## src/rtl/sram_axi_pkg.sv

```systemverilog
// Shared types and constants for the SRAM-to-AXI arbiter.
package sram_axi_pkg;

  typedef enum logic [1:0] {RIdle, RAr, RR} rd_state_e;
  typedef enum logic [1:0] {WIdle, WReq, WB} wr_state_e;

  localparam logic [3:0] ID_INST = 4'd0;
  localparam logic [3:0] ID_DATA = 4'd1;

  localparam logic [1:0] SIZE_B = 2'd0;
  localparam logic [1:0] SIZE_H = 2'd1;
  localparam logic [1:0] SIZE_W = 2'd2;

  // Fixed AXI fields tied off by the wrapper: single beat, INCR, normal access.
  localparam logic [7:0] AXI_LEN        = 8'd0;
  localparam logic [1:0] AXI_BURST_INCR = 2'b01;
  localparam logic       AXI_LOCK       = 1'b0;
  localparam logic [3:0] AXI_CACHE      = 4'b0000;
  localparam logic [2:0] AXI_PROT       = 3'b000;
  localparam logic       AXI_WLAST      = 1'b1;

  // Byte lanes for a 32-bit write; size 3 yields no enabled lanes.
  function automatic logic [3:0] gen_wstrb(input logic [1:0] size, input logic [1:0] addr_lo);
    logic [3:0] strb;
    case (size)
      SIZE_B:  strb = 4'b0001 << addr_lo;
      SIZE_H:  strb = 4'b0011 << {addr_lo[1], 1'b0};
      SIZE_W:  strb = 4'b1111;
      default: strb = 4'b0000;
    endcase
    return strb;
  endfunction

endpackage

```

## src/rtl/axi_write_ctrl.sv

```systemverilog
// Write channel FSM: one data write at a time, AW and W handshakes tracked independently.
module axi_write_ctrl
  import sram_axi_pkg::*;
#(
  parameter int unsigned ADDR_W = 32,
  parameter int unsigned DATA_W = 32
) (
  input  logic              aclk_i,
  input  logic              aresetn_i,
  input  logic              req_i,
  input  logic              busy_i,
  input  logic [1:0]        size_i,
  input  logic [ADDR_W-1:0] addr_i,
  input  logic [DATA_W-1:0] wdata_i,
  output logic              addr_ok_o,
  output logic              data_ok_o,
  output logic [ADDR_W-1:0] awaddr_o,
  output logic [2:0]        awsize_o,
  output logic              awvalid_o,
  input  logic              awready_i,
  output logic [DATA_W-1:0] wdata_o,
  output logic [3:0]        wstrb_o,
  output logic              wvalid_o,
  input  logic              wready_i,
  input  logic              bvalid_i,
  output logic              bready_o
);

  wr_state_e         state_q;
  logic [ADDR_W-1:0] addr_q;
  logic [1:0]        size_q;
  logic [DATA_W-1:0] wdata_q;
  logic [3:0]        wstrb_q;
  logic              aw_done_q, w_done_q;
  logic              aw_done, w_done;

  assign addr_ok_o = (state_q == WIdle) && req_i && !busy_i;
  assign awvalid_o = (state_q == WReq) && !aw_done_q;
  assign wvalid_o  = (state_q == WReq) && !w_done_q;
  assign bready_o  = (state_q == WB);
  assign data_ok_o = bready_o && bvalid_i;

  assign aw_done = aw_done_q || (awvalid_o && awready_i);
  assign w_done  = w_done_q || (wvalid_o && wready_i);

  assign awaddr_o = addr_q;
  assign awsize_o = {1'b0, size_q};
  assign wdata_o  = wdata_q;
  assign wstrb_o  = wstrb_q;

  // Write FSM with request latching and per-channel completion flags.
  always_ff @(posedge aclk_i or negedge aresetn_i) begin
    if (!aresetn_i) begin
      state_q   <= WIdle;
      addr_q    <= '0;
      size_q    <= '0;
      wdata_q   <= '0;
      wstrb_q   <= '0;
      aw_done_q <= 1'b0;
      w_done_q  <= 1'b0;
    end else begin
      case (state_q)
        WIdle: begin
          if (addr_ok_o) begin
            addr_q    <= addr_i;
            size_q    <= size_i;
            wdata_q   <= wdata_i;
            wstrb_q   <= gen_wstrb(size_i, addr_i[1:0]);
            aw_done_q <= 1'b0;
            w_done_q  <= 1'b0;
            state_q   <= WReq;
          end
        end
        WReq: begin
          if (aw_done && w_done) begin
            aw_done_q <= 1'b0;
            w_done_q  <= 1'b0;
            state_q   <= WB;
          end else begin
            aw_done_q <= aw_done;
            w_done_q  <= w_done;
          end
        end
        WB: begin
          if (bvalid_i) state_q <= WIdle;
        end
        default: state_q <= WIdle;
      endcase
    end
  end

endmodule

```

## src/rtl/sram_axi_arbiter.sv

```systemverilog
// Arbitrates instruction and data SRAM-like requests onto one AXI4 master.
// Build option: SRAM_RDATA_REG_EN registers read data and read data_ok (+1 cycle).
module sram_axi_arbiter
  import sram_axi_pkg::*;
#(
  parameter int unsigned ADDR_W = 32,
  parameter int unsigned DATA_W = 32
) (
  input  logic              aclk_i,
  input  logic              aresetn_i,
  input  logic              inst_req_i,
  input  logic              inst_wr_i,
  input  logic [1:0]        inst_size_i,
  input  logic [ADDR_W-1:0] inst_addr_i,
  output logic              inst_addr_ok_o,
  output logic              inst_data_ok_o,
  output logic [DATA_W-1:0] inst_rdata_o,
  input  logic              data_req_i,
  input  logic              data_wr_i,
  input  logic [1:0]        data_size_i,
  input  logic [ADDR_W-1:0] data_addr_i,
  input  logic [DATA_W-1:0] data_wdata_i,
  output logic              data_addr_ok_o,
  output logic              data_data_ok_o,
  output logic [DATA_W-1:0] data_rdata_o,
  output logic [3:0]        arid_o,
  output logic [ADDR_W-1:0] araddr_o,
  output logic [2:0]        arsize_o,
  output logic              arvalid_o,
  input  logic              arready_i,
  input  logic [3:0]        rid_i,
  input  logic [DATA_W-1:0] rdata_i,
  input  logic              rvalid_i,
  output logic              rready_o,
  output logic [ADDR_W-1:0] awaddr_o,
  output logic [2:0]        awsize_o,
  output logic              awvalid_o,
  input  logic              awready_i,
  output logic [DATA_W-1:0] wdata_o,
  output logic [3:0]        wstrb_o,
  output logic              wvalid_o,
  input  logic              wready_i,
  input  logic              bvalid_i,
  output logic              bready_o
);

  rd_state_e         rd_state_q;
  logic [ADDR_W-1:0] rd_addr_q;
  logic [1:0]        rd_size_q;
  logic              rd_src_q;  // 1: data source owns the read
  logic              inst_busy_q, data_busy_q;

  logic rd_idle, data_rd_cand, inst_rd_cand, grant_data_rd, grant_inst_rd;
  logic rd_fire, rd_fire_inst, rd_fire_data;
  logic wr_addr_ok, wr_data_ok;

  // Every instruction request is a read.
  logic unused_inst_wr;
  assign unused_inst_wr = inst_wr_i;

  assign rd_idle       = (rd_state_q == RIdle);
  assign data_rd_cand  = data_req_i && !data_wr_i && !data_busy_q;
  assign inst_rd_cand  = inst_req_i && !inst_busy_q;
  assign grant_data_rd = rd_idle && data_rd_cand;
  assign grant_inst_rd = rd_idle && inst_rd_cand && !data_rd_cand;

  assign arid_o    = rd_src_q ? ID_DATA : ID_INST;
  assign araddr_o  = rd_addr_q;
  assign arsize_o  = {1'b0, rd_size_q};
  assign arvalid_o = (rd_state_q == RAr);
  assign rready_o  = (rd_state_q == RR);

  // Response goes to the latched owner regardless of rid.
  assign rd_fire      = rready_o && rvalid_i;
  assign rd_fire_inst = rd_fire && !rd_src_q;
  assign rd_fire_data = rd_fire && rd_src_q;

  assign inst_addr_ok_o = grant_inst_rd;
  assign data_addr_ok_o = grant_data_rd || wr_addr_ok;

  // Read channel FSM.
  always_ff @(posedge aclk_i or negedge aresetn_i) begin
    if (!aresetn_i) begin
      rd_state_q <= RIdle;
      rd_addr_q  <= '0;
      rd_size_q  <= '0;
      rd_src_q   <= 1'b0;
    end else begin
      case (rd_state_q)
        RIdle: begin
          if (grant_data_rd || grant_inst_rd) begin
            rd_addr_q  <= grant_data_rd ? data_addr_i : inst_addr_i;
            rd_size_q  <= grant_data_rd ? data_size_i : inst_size_i;
            rd_src_q   <= grant_data_rd;
            rd_state_q <= RAr;
          end
        end
        RAr: begin
          if (arready_i) rd_state_q <= RR;
        end
        RR: begin
          if (rvalid_i) rd_state_q <= RIdle;
        end
        default: rd_state_q <= RIdle;
      endcase
    end
  end

`ifdef SRAM_RDATA_REG_EN
  logic              inst_ok_q, data_ok_q;
  logic [DATA_W-1:0] inst_rdata_q, data_rdata_q;

  // Registered read return path.
  always_ff @(posedge aclk_i or negedge aresetn_i) begin
    if (!aresetn_i) begin
      inst_ok_q    <= 1'b0;
      data_ok_q    <= 1'b0;
      inst_rdata_q <= '0;
      data_rdata_q <= '0;
    end else begin
      inst_ok_q <= rd_fire_inst;
      data_ok_q <= rd_fire_data;
      if (rd_fire_inst) inst_rdata_q <= rdata_i;
      if (rd_fire_data) data_rdata_q <= rdata_i;
    end
  end

  assign inst_data_ok_o = inst_ok_q;
  assign data_data_ok_o = data_ok_q || wr_data_ok;
  assign inst_rdata_o   = inst_rdata_q;
  assign data_rdata_o   = data_rdata_q;
`else
  assign inst_data_ok_o = rd_fire_inst;
  assign data_data_ok_o = rd_fire_data || wr_data_ok;
  assign inst_rdata_o   = rd_fire_inst ? rdata_i : '0;
  assign data_rdata_o   = rd_fire_data ? rdata_i : '0;
`endif

  // One outstanding request per source: set on addr_ok, cleared on data_ok.
  always_ff @(posedge aclk_i or negedge aresetn_i) begin
    if (!aresetn_i) begin
      inst_busy_q <= 1'b0;
      data_busy_q <= 1'b0;
    end else begin
      if (inst_addr_ok_o)      inst_busy_q <= 1'b1;
      else if (inst_data_ok_o) inst_busy_q <= 1'b0;
      if (data_addr_ok_o)      data_busy_q <= 1'b1;
      else if (data_data_ok_o) data_busy_q <= 1'b0;
    end
  end

  axi_write_ctrl #(
    .ADDR_W (ADDR_W),
    .DATA_W (DATA_W)
  ) u_write_ctrl (
    .aclk_i    (aclk_i),
    .aresetn_i (aresetn_i),
    .req_i     (data_req_i && data_wr_i),
    .busy_i    (data_busy_q),
    .size_i    (data_size_i),
    .addr_i    (data_addr_i),
    .wdata_i   (data_wdata_i),
    .addr_ok_o (wr_addr_ok),
    .data_ok_o (wr_data_ok),
    .awaddr_o  (awaddr_o),
    .awsize_o  (awsize_o),
    .awvalid_o (awvalid_o),
    .awready_i (awready_i),
    .wdata_o   (wdata_o),
    .wstrb_o   (wstrb_o),
    .wvalid_o  (wvalid_o),
    .wready_i  (wready_i),
    .bvalid_i  (bvalid_i),
    .bready_o  (bready_o)
  );

  // Slave answered with an ID other than the one issued.
  rid_match_a: assert property (@(posedge aclk_i) disable iff (!aresetn_i)
                                rd_fire |-> (rid_i == arid_o));

endmodule

```

## config.mk

```make
export PLATFORM = sky130hd
export DESIGN_NAME = sram_axi_arbiter
export DESIGN_NICKNAME = d
export VERILOG_FILES = /design/src/rtl/sram_axi_pkg.sv /design/src/rtl/axi_write_ctrl.sv /design/src/rtl/sram_axi_arbiter.sv
export SDC_FILE = /design/constraint.sdc
export NUM_CORES = 1
export LEC_CHECK = 0
export CELL_PAD_IN_SITES_DETAIL_PLACEMENT = 1
export CELL_PAD_IN_SITES_GLOBAL_PLACEMENT = 2
export CORE_MARGIN = 4
export CORE_UTILIZATION = 20
export DETAILED_ROUTE_END_ITERATION = 10
export GPL_ROUTABILITY_DRIVEN = 1
export PLACE_DENSITY_LB_ADDON = 0.12
export RECOVER_POWER = 25
export SLEW_MARGIN = 15
export SYNTH_ARGS = -nofsm -noshare
export SYNTH_HDL_FRONTEND = slang
export SYNTH_SLANG_ARGS = --single-unit
```

## constraint.sdc

```tcl
create_clock -name aclk_i -period 1.75 [get_ports aclk_i]
set_clock_uncertainty 0.05 [all_clocks]
set_input_delay 0.35 -clock aclk_i [delete_from_list [all_inputs] [get_ports aclk_i]]
set_output_delay 0.35 -clock aclk_i [all_outputs]
set_load 0.01 [all_outputs]
```

==> results by group <==
Outcome
  • Status: finished, violations left
  • Failing checks: negative setup slack

Hold path
  • Worst hold path startpoint: u_write_ctrl.size_q[0]
  • Hold Path End: u_write_ctrl.size_q[0]
  • Min-Delay Path Class: reg2reg
  • Hold Crit Depth: 1

Worst setup path
  • CP Launch Type: flip-flop
  • CP max FO: 9
  • Critical path arrival: 1.72 ns
  • Setup crit start: rd_state_q[0]
  • Type of the worst setup path: reg2out
  • CP required: 1.35 ns
  • CP Capture Type: output port
  • Reg-to-reg setup timing slack: -0.32 ns
  • R2r endpoint: rd_size_q[0]
  • Reg2reg path depth: 7
  • R2r startpoint: rd_state_q[0]

Clocking
  • Clk Latency, worst-skew pair: between 0.4 and 0.5 ns
  • Root Buffer: clkbuf_16
  • Clk sinks: 113
  • CTS tree: yes
  • Clock Tree Buf Depth: 2
  • Clock-pin transition on the worst setup and hold timing paths: 0.05 ns
  • H-tree levels: 4
  • CTS buffer count: 17

Synth
  • Number of synthesized flops with an enable pin: 0
  • Synth Area in Simple Gates: 10.0%
  • Xor and xnor area share after synthesis: 0%
  • Post-synthesis mux area share: 29.1%
  • Largest cells by area after synthesis: dfrtp_1 (53%), mux2_2 (25%), and2_1 (7.6%)
  • Asr flop ratio synth: 100%
  • Top_reg_cell synth: dfrtp_1
  • Yosys warns: 0
  • Post-Syn Area: between 0.005 and 0.006 mm^2
  • Adder-Cell Fraction of Synth Area: 0%
  • Most common cell in the netlist: mux2_2
  • Most instantiated cells after synthesis: mux2_2 (116), dfrtp_1 (113), and2_1 (65), mux2_4 (15), buf_4 (9)
  • Area leader, netlist: dfrtp_1
  • Area share of the largest cell type after synthesis: 53.1%
  • Mapped Avg Cell Area: 13.4 um^2
  • Post-Syn Instances: 396
  • Synth unique cells: 33
  • Register area share after synthesis: 53.1%
  • Compound-gate portion of the synthesized area: 3.24%
  • Synthesis-stage register bit count: between 100 and 150
  • Largest family of logic cells by synthesized area: multiplexers

Timing
  • Final WS setup: -0.372 ns
  • Minimum clock period: approximately 2.1 ns
  • Worst hold margin: 0.447 ns
  • Max_slew headroom: 32.3%
  • RSZ-0062 raised after global routing: yes
  • Final hold vios: 0
  • Worst Tran Pin Value: between 1 and 1.5 ns
  • Final setup viols: approximately 170
  • Slew Viols, Final: 0
  • Setup_tns: -32.97 ns
  • Crit share post-route: 121%
  • FMAX: roughly 470 MHz

Global routing
  • Overflow left after global routing: 0
  • Met2 Track Usage GR: 25.7%
  • Vias in the first global route: about 5300
  • Initial antenna violation count: 0
  • GRT met3 Usage: approximately 6.2%
  • GRT Overall Usage: about 14%
  • First-pass GRT wire length: between 30000 and 40000 um
  • Largest net degree at the start of global routing: 65
  • Grt peak-use layer: met2
  • Grt met1 use: 16.0%

Pwr
  • Peak VDD IR: slightly below 0.0007 V
  • Power Density: 1540 mW/mm^2
  • Pwr Total: 16.5 mW
  • Leak: 5.58 nW

Finish
  • FF/Latch Area: ~0.0028 mm^2
  • Nets: 937
  • Layout cells sized above 1: around 43%
  • Area Growth Syn to Fin: 102%
  • # fillers: 2779
  • Multi-input gate area: between 0.002 and 0.003 mm^2
  • Inserted Diodes: 0

Floorplan
  • Die H: 171 um
  • Initial cell density of the core: 20.4%
  • Cell row count: 59
  • Full die area: approximately 0.029 mm^2
  • Core box area: 0.0261 mm^2
  • I/O pins: 330
  • Die X-Extent: approximately 170 um

Routing
  • Routed WL: 23300 um
  • Vias/cell: approximately 4.1
  • DR pass1 iterations: 4
  • DRC viols: 0
  • Total number of vias: approximately 4700
  • Antenna-violating nets left: 0
  • Drt wl/cell: 20.5 um
  • 1st-iter DRT viols: 80

Placement
  • Routability cong.: 0.879
  • Port bufs: 319
  • Dpl hpwl: roughly 15000 um
  • Place WS: -0.687 ns

Job
  • Max-cap viol count: 0
[cells in the final DEF, fill, tap and decap left out, drive strengths merged]
master and n:
mux2 131, clkinvlp 1, o2111a 1, nand4bb 1
o211ai 1, o32ai 1, dfrtp 113, buf 145
dlygate4sd2 36, or4 1, a21o 1, and2 65
nor2b 3, o21bai 1, and4b 1, clkinv 6
o31ai 4, o21a 1, nand2b 4, nor2 6
and3 1, clkdlybuf4s50 154, nand2 2, nor4b 1
dlygate4sd3 1, conb 5, a31o 1, a32o 1
bufinv 4, mux2i 2, a21oi 5, or2 1
dlymetal6s2s 55, clkbuf 27, o21ai 8, a22o 1
inv 11
[through the flow]
step	utilization, %	cells	instance area, um^2
5_1_grt	41.2	1138	10800
2_1_floorplan	-	400	5340
3_3_place_gp	34.7	1056	9070
4_1_cts	39.1	1123	10200
6_report	41.2	1138	10800
3_5_place_dp	34.7	1056	9070
[per-layer routing]
metal,vias up,share of wire [%]
met1,2315,39
met4,0,1.2
li1,2154,-
met2,224,50
met5,-,0
met3,15,10
[cells by family after synthesis]
kind of cell	after synthesis
AOI/OAI and AO/OA	26
buffers and inverters	37
other	1
DFF	113
and+or+nand+nor	86
muxes	133
[registers in the layout, indices dropped and copies added (netlist names)]
name / flops
u_write_ctrl.wstrb_o: 4
u_write_ctrl.wdata_o: 32
u_write_ctrl.awaddr_o: 32
rd_size_q: 2
data_busy_q: 1
u_write_ctrl.aw_done_q: 1
araddr_o: 32
u_write_ctrl.size_q: 2
rd_src_q: 1
u_write_ctrl.w_done_q: 1
inst_busy_q: 1
u_write_ctrl.state_q: 2
rd_state_q: 2
[where the power goes]
| group | total (mW) | internal [mW] | switching, mW |
|---|---|---|---|
| combinational | 8.13 | 5.11 | 3.02 |
| sequential | 4.62 | 3.92 | 0.693 |
| clock | 3.78 | 2.44 | 1.34 |
[cell type report]
class	count	share of cell area, %
clock buffer	18	4.08
clock inverter	14	1.88
inverter	8	0.279
multi-input combinational	250	24.5
sequential	113	26.3
tap	335	3.89
timing repair buffer	400	39.1
[timing repair]
action | CTS | global route
endpoints found under the setup margin | 170 | 231
gates cloned | 11 | 8
pin swaps | 7 | 16
hold buffers | 1 | 0
setup buffers | 24 | 17
hold endpoints to repair | 14 | 0
resized for setup | 376 | 181
[critical path, cell delays in order, from the launching register on]
cell and delay [ns]:
dfrtp_2 0.43, and4b_2 0.33, buf_6 0.11, buf_8 0.11, buf_6 0.09, and2_1 0.10
buf_2 0.13
[how the worst max path moves through the flow]
stage	endpoint	slack [ns]	cells after the start
5_1_grt	data_rdata_o[7]	-0.45	6
2_1_floorplan	inst_rdata_o[10]	-0.05	5
4_1_cts	data_rdata_o[14]	-0.45	5
3_5_place_dp	data_rdata_o[9]	-0.69	5
6_report	data_rdata_o[10]	-0.37	6
3_3_place_gp	inst_rdata_o[20]	-0.64	5
No activity file was read; power rests on OpenSTA's default activity.
